<file path="src/rtl/bp_cce_branch_bht.sv">
// ---------------------------------------------------------------------------
// bp_cce_branch_bht
//
// Branch unit for the CCE microcode engine. It resolves conditional branches
// in the execute stage, flags mispredicts, produces the correct next PC, and
// keeps a branch history table of 2-bit saturating counters that supplies
// taken/not-taken predictions to fetch. Two saturating event counters record
// resolved branches and mispredicts for performance debug.
//
// Ports:
//   clk_i               clock
//   reset_n_i           asynchronous active-low reset
//   fetch_pc_i          PC being fetched (prediction lookup)
//   predict_taken_o     prediction for fetch_pc_i
//   execute_v_i         execute stage holds a valid, non-stalled instruction
//   branch_i            execute instruction is a branch
//   predicted_taken_i   prediction carried down the pipe with the instruction
//   branch_op_i         0 eq, 1 neq, 2 ltu, 3 leu, 4 lts, 5 les, 6-7 never
//   opd_a_i, opd_b_i    compare operands
//   execute_pc_i        PC of the execute instruction
//   branch_target_i     branch target PC
//   mispredict_o        resolved direction differs from the prediction
//   pc_o                correct next PC
//   stat_clear_i        synchronous clear of the event counters
//   branch_count_o      number of resolved branches (saturating)
//   mispredict_count_o  number of mispredicts (saturating)
// ---------------------------------------------------------------------------
module bp_cce_branch_bht #(
   parameter int width_p        = 64,
   parameter int cce_pc_width_p = 8,
   parameter int bht_entries_p  = 16,
   parameter int stat_width_p   = 16
) (
   input  logic                      clk_i,
   input  logic                      reset_n_i,

   input  logic [cce_pc_width_p-1:0] fetch_pc_i,
   output logic                      predict_taken_o,

   input  logic                      execute_v_i,
   input  logic                      branch_i,
   input  logic                      predicted_taken_i,
   input  logic [2:0]                branch_op_i,
   input  logic [width_p-1:0]        opd_a_i,
   input  logic [width_p-1:0]        opd_b_i,
   input  logic [cce_pc_width_p-1:0] execute_pc_i,
   input  logic [cce_pc_width_p-1:0] branch_target_i,
   output logic                      mispredict_o,
   output logic [cce_pc_width_p-1:0] pc_o,

   input  logic                      stat_clear_i,
   output logic [stat_width_p-1:0]   branch_count_o,
   output logic [stat_width_p-1:0]   mispredict_count_o
);

   localparam int idx_width_lp = (bht_entries_p > 1) ? $clog2(bht_entries_p) : 1;

   // Branch op encodings
   localparam logic [2:0] op_eq_lp  = 3'd0;
   localparam logic [2:0] op_neq_lp = 3'd1;
   localparam logic [2:0] op_ltu_lp = 3'd2;
   localparam logic [2:0] op_leu_lp = 3'd3;
   localparam logic [2:0] op_lts_lp = 3'd4;
   localparam logic [2:0] op_les_lp = 3'd5;

   logic [1:0]                bht_r [bht_entries_p];
   logic [idx_width_lp-1:0]   fetch_idx;
   logic [idx_width_lp-1:0]   exec_idx;

   logic                      opd_eq;
   logic                      opd_ltu;
   logic                      opd_lts;
   logic                      res;
   logic                      train_v;
   logic                      take;
   logic [cce_pc_width_p-1:0] pc_plus_one;

   logic [stat_width_p-1:0]   branch_count_r;
   logic [stat_width_p-1:0]   mispredict_count_r;

   // The table is indexed by the low PC bits only, so PCs that differ only
   // in their upper bits alias onto the same counter.
   assign fetch_idx = fetch_pc_i[idx_width_lp-1:0];
   assign exec_idx  = execute_pc_i[idx_width_lp-1:0];

   // Upper PC bits play no part in indexing; fold them into a sink so the
   // intent of leaving them unused is explicit.
   generate
      if (idx_width_lp < cce_pc_width_p) begin : g_pc_upper
         logic unused_pc_upper;
         assign unused_pc_upper = ^{fetch_pc_i[cce_pc_width_p-1:idx_width_lp],
                                    execute_pc_i[cce_pc_width_p-1:idx_width_lp]};
      end
   endgenerate

   // Prediction is a plain read of the counter's upper bit. It is deliberately
   // not bypassed from a same-cycle training write, so a collision between
   // fetch and execute on one index returns the pre-update direction.
   assign predict_taken_o = bht_r[fetch_idx][1];

   // Operand compares shared by all branch ops. Signed ops reinterpret the
   // operands as two's complement at the full operand width.
   assign opd_eq  = (opd_a_i == opd_b_i);
   assign opd_ltu = (opd_a_i < opd_b_i);
   assign opd_lts = ($signed(opd_a_i) < $signed(opd_b_i));

   // Select the resolved direction for the current op. Ops 6 and 7 are
   // defined as never taken, which the default covers.
   always_comb begin
      res = 1'b0;
      case (branch_op_i)
         op_eq_lp:  res = opd_eq;
         op_neq_lp: res = ~opd_eq;
         op_ltu_lp: res = opd_ltu;
         op_leu_lp: res = opd_ltu | opd_eq;
         op_lts_lp: res = opd_lts;
         op_les_lp: res = opd_lts | opd_eq;
         default:   res = 1'b0;
      endcase
   end

   // A branch only counts, trains or redirects when execute holds a valid
   // branch. The fall-through PC wraps naturally at the PC width.
   assign train_v      = execute_v_i & branch_i;
   assign take         = train_v & res;
   assign mispredict_o = train_v & (predicted_taken_i ^ res);
   assign pc_plus_one  = execute_pc_i + cce_pc_width_p'(1);
   assign pc_o         = take ? branch_target_i : pc_plus_one;

   // History table update. Every entry resets to weakly-not-taken; on a
   // resolved branch only the entry at the execute PC moves one step toward
   // the resolved direction, holding at the strong ends.
   always_ff @(posedge clk_i or negedge reset_n_i) begin
      if (!reset_n_i) begin
         for (int i = 0; i < bht_entries_p; i++) begin
            bht_r[i] <= 2'b01;
         end
      end else if (train_v) begin
         if (res) begin
            if (bht_r[exec_idx] != 2'b11) begin
               bht_r[exec_idx] <= bht_r[exec_idx] + 2'd1;
            end
         end else begin
            if (bht_r[exec_idx] != 2'b00) begin
               bht_r[exec_idx] <= bht_r[exec_idx] - 2'd1;
            end
         end
      end
   end

   // Event counters. A clear wins over any event in the same cycle, and the
   // counters stick at all-ones rather than wrapping so long runs stay
   // readable as "at least this many".
   always_ff @(posedge clk_i or negedge reset_n_i) begin
      if (!reset_n_i) begin
         branch_count_r     <= '0;
         mispredict_count_r <= '0;
      end else if (stat_clear_i) begin
         branch_count_r     <= '0;
         mispredict_count_r <= '0;
      end else begin
         if (train_v && !(&branch_count_r)) begin
            branch_count_r <= branch_count_r + stat_width_p'(1);
         end
         if (mispredict_o && !(&mispredict_count_r)) begin
            mispredict_count_r <= mispredict_count_r + stat_width_p'(1);
         end
      end
   end

   assign branch_count_o     = branch_count_r;
   assign mispredict_count_o = mispredict_count_r;

endmodule

</file>
<file path="config.mk">
export PLATFORM = sky130hd
export DESIGN_NAME = bp_cce_branch_bht
export DESIGN_NICKNAME = d
export VERILOG_FILES = /design/src/rtl/bp_cce_branch_bht.sv
export SDC_FILE = /design/constraint.sdc
export NUM_CORES = 1
export LEC_CHECK = 0
export BUFFER_PORTS_ARGS = -buffer_cell sky130_fd_sc_hd__buf_2
export CORE_MARGIN = 2
export CORE_UTILIZATION = 50
export DETAILED_ROUTE_END_ITERATION = 6
export PLACE_DENSITY = 0.81
export SYNTH_ARGS = -nofsm -noshare
export SYNTH_HDL_FRONTEND = slang
export SYNTH_SLANG_ARGS = --single-unit
export TNS_END_PERCENT = 5
</file>
<file path="constraint.sdc">
create_clock -name clk_i -period 3.3 [get_ports clk_i]
set_input_delay 0.165 -clock clk_i [delete_from_list [all_inputs] [get_ports clk_i]]
set_output_delay 0.165 -clock clk_i [all_outputs]
set_load 0.03 [all_outputs]
</file>
==> results.sh, run 1 <==
export IMPL_run_status="finished clean"
export IMPL_cts_htree_levels=3
export IMPL_ys_ff_latch=64
export IMPL_least_margin_pin_slew_ns=0.796
export IMPL_yosys_warnings=0
export IMPL_number_of_top_level_pins=203
export IMPL_hpwlAfterDp_um=11800
export IMPL_drc=0
export IMPL_switching_share_pct=33.7
export IMPL_final_util_pct=64.9
export IMPL_drt_initial_drc_count=201
export IMPL_p_seq_share_pct=41.7
export IMPL_final_hold_worst_slack_ns=0.303
export IMPL_drtAntennaViolNets=0
export IMPL_static_leakage_power_uw=0.00370
export IMPL_post_place_cells=928
export IMPL_power_switching_uw=883
export IMPL_synth_enable_flop_cells=0
export IMPL_first_pass_iters=4
export IMPL_final_min_clock_period_ns=3.18
export IMPL_clk_insertion_delay_late_ns=0.34
export IMPL_portBuffers=198
export IMPL_cts_num_sinks=64
export IMPL_synth_main_ff_cell="sky130_fd_sc_hd__dfrtp_1"
export IMPL_global_route_wire_length_before_repair_um=23900
export IMPL_power_share_clock_pct=21.8
export IMPL_chipHeight_um=109
export IMPL_grt_antenna_before_repair=0
export IMPL_finClkSkew_ns=0.00651
export IMPL_critical_path_required_ns=3.13
export IMPL_power_density_over_the_cells_nw_per_um2=373
export IMPL_max_freq_ghz=0.315
export IMPL_max_clock_path_buffers=2
export IMPL_final_setup_worst_slack_ns=0.125
export IMPL_postSynthCellCount=586
export IMPL_fin_total_pwr_uw=2620
export IMPL_irDropWorstVdd_uv=310
export IMPL_setup_worst_path_end_class="output pin"
export IMPL_synthesis_area_per_instance_um2=9.48
export IMPL_netlist_area_before_placement_um2=5560
export IMPL_routed_wirelength_um=14800
export IMPL_period_share_pct=96.2
export IMPL_core_area_um2=10800
export IMPL_mostFrequentLayoutCells="sky130_fd_sc_hd__buf_2 (198), sky130_fd_sc_hd__inv_1 (73), sky130_fd_sc_hd__ha_1 (72), sky130_fd_sc_hd__dfrtp_1 (48), sky130_fd_sc_hd__mux2_2 (42)"
export IMPL_die_w_um=109
export IMPL_slew_limit_headroom_pct=47.0
export IMPL_start_util_pct=51.2
export IMPL_cts_root_buf="sky130_fd_sc_hd__clkbuf_8"
export IMPL_sequential_element_share_of_the_synthesized_area_pct=29.2
export IMPL_combinationalPowerShare_pct=36.5
export IMPL_report_final_setup_viol=0
export IMPL_hold_violations=0
export IMPL_clock_tree_from_tritoncts="built"
export IMPL_rsz0062_at_grt="true"
export IMPL_worst_endpoint_arrival_ns=3.01
export IMPL_antennaDiodeCount=0
export IMPL_drive_above_1_share_pct=41.2
export IMPL_clock_pin_slew_on_the_worst_setup_and_hold_paths_ns=0.07
export IMPL_cts_buffers_inserted=9
export IMPL_rows=38
export IMPL_postSynthNetCount=819
export IMPL_asyncSetResetFlopFracSynth_pct=100
export IMPL_yosys_cell_types_count=55
export IMPL_gp_routability_congestion=0.939
export IMPL_design_die_area_um2=12000
export IMPL_dp_worst_setup_slack_ns=-0.275
export IMPL_final_cell_count_no_fill=945
export IMPL_path_max_fanout=8
export IMPL_startpoint_type="input pin"
export IMPL_wire_per_inst_um=15.7
export IMPL_worstHoldPathType="input pin to async pin"
export IMPL_fillCellCount=925
export IMPL_internal_power_uw=1740
export IMPL_cap_viol_max_count=0
export IMPL_overflow=0
export IMPL_drv_slew=0
export IMPL_crit_type="input pin to output pin"
export IMPL_gr_usage_all_layers_pct=25.2
export IMPL_area_growth_synth_to_final_pct=26.7
export IMPL_final_net_count=1033
export IMPL_vias_in_the_first_global_route=5386
export IMPL_routed_via_density=5.58
export IMPL_layout_commonest_cell="sky130_fd_sc_hd__buf_2"
export IMPL_maximum_number_of_pins_on_one_net_before_global_route_repair=47
export IMPL_via_count=5269
==> through the flow <==
step / setup TNS (ns) / cell area, um^2
2_1_floorplan: 0 / 5560
3_3_place_gp: -1.93 / 6820
3_5_place_dp: -4.93 / 6820
4_1_cts: 0 / 7000
5_1_grt: -0.0708 / 7040
6_report: 0 / 7040
==> cell usage after synthesis, drive strengths merged, types with 2 or more instances <==
master | instances | share of area, %
mux4 | 14 | 5.7
xor2 | 8 | 1.3
ha | 72 | 16
clkbuf | 10 | 0.68
or3 | 5 | 0.56
nand2 | 26 | 1.8
and4 | 3 | 0.47
xnor2 | 10 | 1.6
mux2 | 53 | 11
nor3 | 9 | 0.81
nor4 | 2 | 0.50
nand4b | 2 | 0.32
a211o | 2 | 0.32
o21ai | 14 | 1.4
a31oi | 2 | 0.23
dfrtp | 48 | 22
a211oi | 9 | 1.2
o211ai | 2 | 0.27
buf | 8 | 0.95
a21boi | 3 | 0.41
a21oi | 39 | 3.5
nor2 | 41 | 2.8
mux2i | 3 | 0.54
and2 | 2 | 0.23
nand3 | 31 | 3.0
nand4 | 33 | 3.8
nor2b | 14 | 1.6
inv | 73 | 4.9
a221o | 3 | 0.54
and3 | 7 | 0.88
a21o | 7 | 0.95
nor3b | 5 | 0.68
dfstp | 16 | 7.6
==> metal layers <==
layer  vias up  routed length, um  global-route usage, %
met3        42                917                   5.10
met1      2486               5860                   28.1
met5         -                  0                      0
met2       203               7610                   46.4
li1       2538                  -                      -
met4         0                406                   10.0
==> path summary, 6_finish.rpt <==
| check | start | to | slack, ns | depth (start not counted) |
|---|---|---|---|---|
| setup / recovery | opd_b_i[62] | pc_o[4] | 0.12 | 13 |
| hold / removal | reset_n_i | bht_r[31] | 0.30 | 2 |
| setup reg to reg | flip-flop | bht_r[27] | 0.58 | 7 |
| hold reg to reg | bht_r[17] | bht_r[17] | 0.53 | 1 |
| max in group asynchronous | reset_n_i | mispredict_count_o[4] | 2.05 | 3 |
| min in group clk_i | execute_pc_i[2] | bht_r[17] | 0.34 | 3 |
==> logic make-up after synthesis <==
group                      Yosys count  synth area share, %
AOI/OAI and AO/OA                   89                 10.2
buffers and inverters               91                 6.55
xor gates and xnor gates            18                 2.84
adders and majority gates           72                 16.2
DFF                                 64                 29.2
muxes                               70                 17.4
and+or+nand+nor                    182                 17.6
==> what timing repair did <==
| item | in CTS | in global routing |
|---|---|---|
| setup endpoints to repair | 6 | 24 |
| pin swaps | 0 | 7 |
| endpoints found under the hold margin | 9 | 0 |
| buffers inserted | 0 | 0 |
| hold buffers | 1 | 0 |
| gates resized for setup | 2 | 7 |
==> power groups by stage <==
stage | combinational [uW] | clock, uW | sequential (uW)
floorplan | 646 | 0 | 1060
global placement | 891 | 0 | 1080
detailed placement | 937 | 0 | 1100
CTS | 947 | 588 | 1090
global route | 1050 | 622 | 1110
finish | 958 | 571 | 1090
==> final cells by class <==
class | count | area, um^2 | area share, %
Tap cell | 140 | 175 | 2.49
Inverter | 73 | 274 | 3.89
Clock buffer | 10 | 128 | 1.81
Sequential cell | 64 | 1620 | 23.0
Multi-Input combinational cell | 431 | 3610 | 51.3
Clock inverter | 6 | 36.3 | 0.516
Timing Repair Buffer | 221 | 1190 | 16.9
==> worst max-delay path, stage by stage <==
cell,delay (ns)
sky130_fd_sc_hd__buf_2,0.08
sky130_fd_sc_hd__inv_1,0.04
sky130_fd_sc_hd__ha_1,0.32
sky130_fd_sc_hd__nand4_2,0.14
sky130_fd_sc_hd__nor4_4,0.34
sky130_fd_sc_hd__nand4_1,0.17
sky130_fd_sc_hd__or3_4,0.41
sky130_fd_sc_hd__a311oi_2,0.26
sky130_fd_sc_hd__and3_4,0.26
sky130_fd_sc_hd__nor2_4,0.05
sky130_fd_sc_hd__or2_4,0.29
sky130_fd_sc_hd__mux2_4,0.31
sky130_fd_sc_hd__buf_2,0.18
Note: power is estimated with default switching activity, not from simulation.
==> run 2, diff against run 1 <==
Settings changed: PLACE_DENSITY 0.81 to default, PLACE_DENSITY_LB_ADDON from default to 0.08.
==> results.sh, run 2 (synthesized netlist as in run 1, its figures left out) <==
export IMPL_rsz0062_at_grt="true"
export IMPL_static_leakage_power_uw=0.00372
export IMPL_crit_type="input pin to flip-flop"
export IMPL_max_freq_ghz=0.315
export IMPL_wire_per_inst_um=14.8
export IMPL_dr_max_layer_used="met4"
export IMPL_startpoint_type="input pin"
export IMPL_maximum_number_of_pins_on_one_net_before_global_route_repair=47
export IMPL_least_margin_pin_slew_ns=1.06
export IMPL_layout_commonest_cell="sky130_fd_sc_hd__buf_2"
export IMPL_worst_hold_path_num_cells=3
export IMPL_drt_initial_drc_count=162
export IMPL_finClkSkew_ns=0.0105
export IMPL_max_clock_path_buffers=2
export IMPL_mostFrequentLayoutCells="sky130_fd_sc_hd__buf_2 (198), sky130_fd_sc_hd__inv_1 (73), sky130_fd_sc_hd__ha_1 (72), sky130_fd_sc_hd__dfrtp_1 (48), sky130_fd_sc_hd__mux2_2 (42)"
export IMPL_power_density_over_the_cells_nw_per_um2=381
export IMPL_core_area_um2=10800
export IMPL_rows=38
export IMPL_die_w_um=109
export IMPL_area_growth_synth_to_final_pct=27.6
export IMPL_report_final_setup_viol=0
export IMPL_drc=0
export IMPL_cts_htree_levels=3
export IMPL_clk_insertion_delay_late_ns=0.35
export IMPL_cts_buffers_inserted=9
export IMPL_hp_start="execute_pc_i[2]"
export IMPL_hpwlAfterDp_um=11200
export IMPL_irDropWorstVdd_uv=216
export IMPL_run_status="finished clean"
export IMPL_final_min_clock_period_ns=3.17
export IMPL_reg2reg_from="bht_r[1]"
export IMPL_drv_slew=0
export IMPL_drive_above_1_share_pct=41.6
export IMPL_first_pass_iters=4
export IMPL_vias_in_the_first_global_route=5229
export IMPL_wl_met1_um=5840
export IMPL_post_place_cells=931
export IMPL_final_setup_worst_slack_ns=0.126
export IMPL_routed_via_density=5.41
export IMPL_drtAntennaViolNets=0
export IMPL_clock_pin_slew_on_the_worst_setup_and_hold_paths_ns=0.07
export IMPL_seq_area_um2=1620
export IMPL_multi_input_comb_area_um2=3610
export IMPL_critical_path_required_ns=3.57
export IMPL_period_share_pct=96.2
export IMPL_worstRegToRegCells=5
export IMPL_routed_wirelength_um=14000
export IMPL_cts_num_sinks=64
export IMPL_clock_tree_from_tritoncts="built"
export IMPL_global_route_wire_length_before_repair_um=23300
export IMPL_dp_worst_setup_slack_ns=-0.257
export IMPL_cap_viol_max_count=0
export IMPL_fin_total_pwr_uw=2700
export IMPL_rr_endpoint="bht_r[13]"
export IMPL_start_util_pct=51.2
export IMPL_number_of_top_level_pins=203
export IMPL_overflow=0
export IMPL_portBuffers=198
export IMPL_via_count=5137
export IMPL_antennaDiodeCount=0
export IMPL_path_max_fanout=16
export IMPL_chipHeight_um=109
export IMPL_design_die_area_um2=12000
export IMPL_fillCellCount=955
export IMPL_worst_endpoint_arrival_ns=3.45
export IMPL_setup_worst_path_end_class="flip-flop"
export IMPL_dr_wl_met2_um=7210
export IMPL_worstHoldPathType="input pin to flip-flop"
export IMPL_cts_root_buf="sky130_fd_sc_hd__clkbuf_8"
export IMPL_grt_antenna_before_repair=0
export IMPL_hold_violations=0
export IMPL_final_cell_count_no_fill=950
export IMPL_final_net_count=1038
export IMPL_slew_limit_headroom_pct=28.9
export IMPL_wl_met3_um=758
export IMPL_reg2reg_setup_slack_ns=0.39
export IMPL_gr_usage_all_layers_pct=24.3
export IMPL_gp_routability_congestion=0.819
run 2: through the flow:
step	TNS, ns	instance area, um^2	util [%]	hold slack, ns
after global placement	-2.67	6820	62.9	0.297
after global routing	-0.769	7090	65.4	0.370
after floorplan	0	5560	-	-0.131
after CTS	0	7040	65.0	0.336
after detailed placement	-4.87	6820	62.9	0.314
final	0	7090	65.4	0.360
run 2: critical path: stages:
cell	delay, ns
sky130_fd_sc_hd__buf_2	0.10
sky130_fd_sc_hd__ha_1	0.29
sky130_fd_sc_hd__nand4_1	0.19
sky130_fd_sc_hd__buf_4	0.15
sky130_fd_sc_hd__nor2_1	0.04
sky130_fd_sc_hd__a221o_1	0.30
sky130_fd_sc_hd__a211o_1	0.26
sky130_fd_sc_hd__a211o_1	0.30
sky130_fd_sc_hd__o211a_2	0.30
sky130_fd_sc_hd__nor2_2	0.18
sky130_fd_sc_hd__xor2_1	0.85
sky130_fd_sc_hd__mux2_2	0.32
run 2: worst max-delay path by stage:
stage | from | endpoint
6_report | opd_a_i[59] | bht_r[13]
5_1_grt | opd_b_i[14] | bht_r[13]
4_1_cts | opd_b_i[14] | pc_o[0]
3_5_place_dp | opd_b_i[14] | bht_r[13]
3_3_place_gp | opd_b_i[14] | bht_r[1]
2_1_floorplan | opd_b_i[63] | pc_o[2]
run 2: power breakdown:
group | internal, uW | switching [uW] | leakage (uW)
combinational | 478 | 452 | 0.00280
sequential | 986 | 94.7 | 0.000823
clock | 372 | 321 | 0.0000989
total | 1840 | 868 | 0.00372
run 2: timing repair:
item                                   4_1_cts  5_1_grt
cloned                                       0        0
setup buffers                                0        2
hold buffers                                 1        0
setup endpoints to repair                    6       24
gates resized for setup                      2        5
pin swaps                                    0        5
endpoints found under the hold margin       23        0
run 2: per-layer routing:
metal | vias up | global-route usage, %
li1 | 2546 | -
met1 | 2430 | 28.9
met2 | 137 | 44.1
met3 | 24 | 5.39
met4 | 0 | 6.42
met5 | - | 0
run 2: final cells by class:
class	instances	share of cell area, %
inverter	73	3.87
timing repair buffer	226	17.0
clock buffer	10	1.94
tap	140	2.47
clock inverter	6	0.953
sequential	64	22.9
multi-input combinational	431	50.9
==> run 3, diff against run 2 <==
Settings changed: RECOVER_POWER from default to 50.
==> results.sh, run 3 (synthesized netlist as in run 1, its figures left out) <==
export IMPL_maximum_number_of_pins_on_one_net_before_global_route_repair=47
export IMPL_post_place_cells=931
export IMPL_cts_htree_levels=3
export IMPL_cts_num_sinks=64
export IMPL_worst_hold_path_num_cells=3
export IMPL_chipHeight_um=109
export IMPL_hp_start="execute_pc_i[2]"
export IMPL_rows=38
export IMPL_overflow=0
export IMPL_worst_path_max_delay_cell="sky130_fd_sc_hd__mux2_4"
export IMPL_crit_path_max_incr_delay_ns=0.31
export IMPL_hpwlAfterDp_um=11200
export IMPL_gp_routability_congestion=0.819
export IMPL_layout_commonest_cell="sky130_fd_sc_hd__buf_2"
export IMPL_drv_slew=37
export IMPL_least_margin_pin_slew_ns=1.98
export IMPL_wl_met1_um=5890
export IMPL_clk_insertion_delay_late_ns=0.34
export IMPL_irDropWorstVdd_uv=217
export IMPL_global_route_wire_length_before_repair_um=23300
export IMPL_drt_initial_drc_count=192
export IMPL_first_pass_iters=4
export IMPL_start_util_pct=51.2
export IMPL_final_setup_worst_slack_ns=0.135
export IMPL_wire_per_inst_um=14.8
export IMPL_number_of_top_level_pins=203
export IMPL_design_die_area_um2=12000
export IMPL_mostFrequentLayoutCells="sky130_fd_sc_hd__buf_2 (165), sky130_fd_sc_hd__inv_1 (73), sky130_fd_sc_hd__ha_1 (72), sky130_fd_sc_hd__dfrtp_1 (48), sky130_fd_sc_hd__mux2_2 (42)"
export IMPL_portBuffers=198
export IMPL_static_leakage_power_uw=0.00358
export IMPL_slew_limit_headroom_pct=-31.8
export IMPL_violations_in_the_final_reports="capacitance limit, slew limit"
export IMPL_dr_max_layer_used="met4"
export IMPL_cap_viol_max_count=1
export IMPL_reg2reg_from="bht_r[25]"
export IMPL_dr_wl_met2_um=7160
export IMPL_critical_path_required_ns=3.13
export IMPL_clock_tree_from_tritoncts="built"
export IMPL_max_clock_path_buffers=2
export IMPL_antennaDiodeCount=0
export IMPL_vias_in_the_first_global_route=5229
export IMPL_drc=0
export IMPL_gr_usage_all_layers_pct=24.3
export IMPL_dp_worst_setup_slack_ns=-0.257
export IMPL_period_share_pct=95.9
export IMPL_grt_antenna_before_repair=0
export IMPL_wl_met3_um=704
export IMPL_final_hold_worst_slack_ns=0.353
export IMPL_worstHoldPathType="input pin to flip-flop"
export IMPL_worstRegToRegCells=5
export IMPL_run_status="finished with violations"
export IMPL_critical_path_top_delay_family="compound AO/OA/AOI/OAI gates"
export IMPL_routed_via_density=5.43
export IMPL_crit_path_cell_trace="buf_2 > ha_1 > nand4_1 > buf_4 > nor2_1 > a221o_1 > a211o_1 > a211o_1 > o211a_2 > nor2_2 > or2_4 > mux2_4 > buf_2"
export IMPL_max_freq_ghz=0.316
export IMPL_drive_above_1_share_pct=37.4
export IMPL_routed_wirelength_um=14000
export IMPL_worst_endpoint_arrival_ns=3.00
export IMPL_hold_violations=0
export IMPL_report_final_setup_viol=0
export IMPL_area_growth_synth_to_final_pct=26.8
export IMPL_final_min_clock_period_ns=3.17
export IMPL_final_cell_count_no_fill=950
export IMPL_power_density_over_the_cells_nw_per_um2=384
export IMPL_drtAntennaViolNets=0
export IMPL_rr_endpoint="bht_r[13]"
export IMPL_cts_root_buf="sky130_fd_sc_hd__clkbuf_8"
export IMPL_finClkSkew_ns=0.00893
export IMPL_crit_type="input pin to output pin"
export IMPL_fin_total_pwr_uw=2700
export IMPL_worst_path_buf_inv=3
export IMPL_reg2reg_setup_slack_ns=0.40
export IMPL_via_count=5157
export IMPL_cts_buffers_inserted=9
export IMPL_setup_worst_path_end_class="output pin"
export IMPL_die_w_um=109
export IMPL_clock_pin_slew_on_the_worst_setup_and_hold_paths_ns=0.07
export IMPL_path_max_fanout=8
export IMPL_rsz0062_at_grt="true"
export IMPL_startpoint_type="input pin"
export IMPL_final_net_count=1038
export IMPL_core_area_um2=10800
run 3: metal layers:
metal / global-route usage (%) / up-vias
met5: 0 / -
met4: 6.42 / 0
met3: 5.39 / 29
met2: 44.1 / 133
met1: 28.9 / 2448
li1: - / 2547
run 3: report_power, final:
group          leakage, uW  switching (uW)  internal (uW)
combinational      0.00266             451            476
sequential        0.000823            95.2            986
clock            0.0000989             321            372
total              0.00358             867           1830
run 3: worst min-delay path, delay by kind of cell:
kind | cells | cell delay (ns)
buf+inv | 1 | 0.19
mux | 1 | 0.16
simple gates | 1 | 0.15
run 3: how the worst max path moves through the flow:
stage | start | endpoint | slack [ns] | cells after the start
6_report | opd_a_i[59] | pc_o[3] | 0.13 | 13
5_1_grt | opd_b_i[14] | bht_r[13] | -0.06 | 12
4_1_cts | opd_b_i[14] | pc_o[0] | 0.03 | 14
3_5_place_dp | opd_b_i[14] | bht_r[13] | -0.26 | 13
3_3_place_gp | opd_b_i[14] | bht_r[1] | -0.14 | 13
2_1_floorplan | opd_b_i[63] | pc_o[2] | 0.12 | 12
run 3: timing repair:
item                                   4_1_cts  5_1_grt
setup buffers                                0        2
setup endpoints to repair                    6       24
resized for setup                            2        5
hold buffers                                 1        0
endpoints found under the hold margin       23        0
pin swaps                                    0        5
run 3: through the flow:
stage / setup TNS (ns) / utilization (%) / instance area (um^2)
global route: -0.769 / 65.0 / 7040
detailed placement: -4.87 / 62.9 / 6820
floorplan: 0 / - / 5560
global placement: -2.67 / 62.9 / 6820
finish: 0 / 65.0 / 7040
CTS: 0 / 65.0 / 7040
run 3: layout make-up:
type | count | area [um^2]
Sequential cell | 64 | 1620
Multi-Input combinational cell | 431 | 3610
Timing Repair Buffer | 226 | 1160
Clock inverter | 6 | 67.6
Clock buffer | 10 | 138
Fill cell | 970 | 3800
Inverter | 73 | 274
Tap cell | 140 | 175
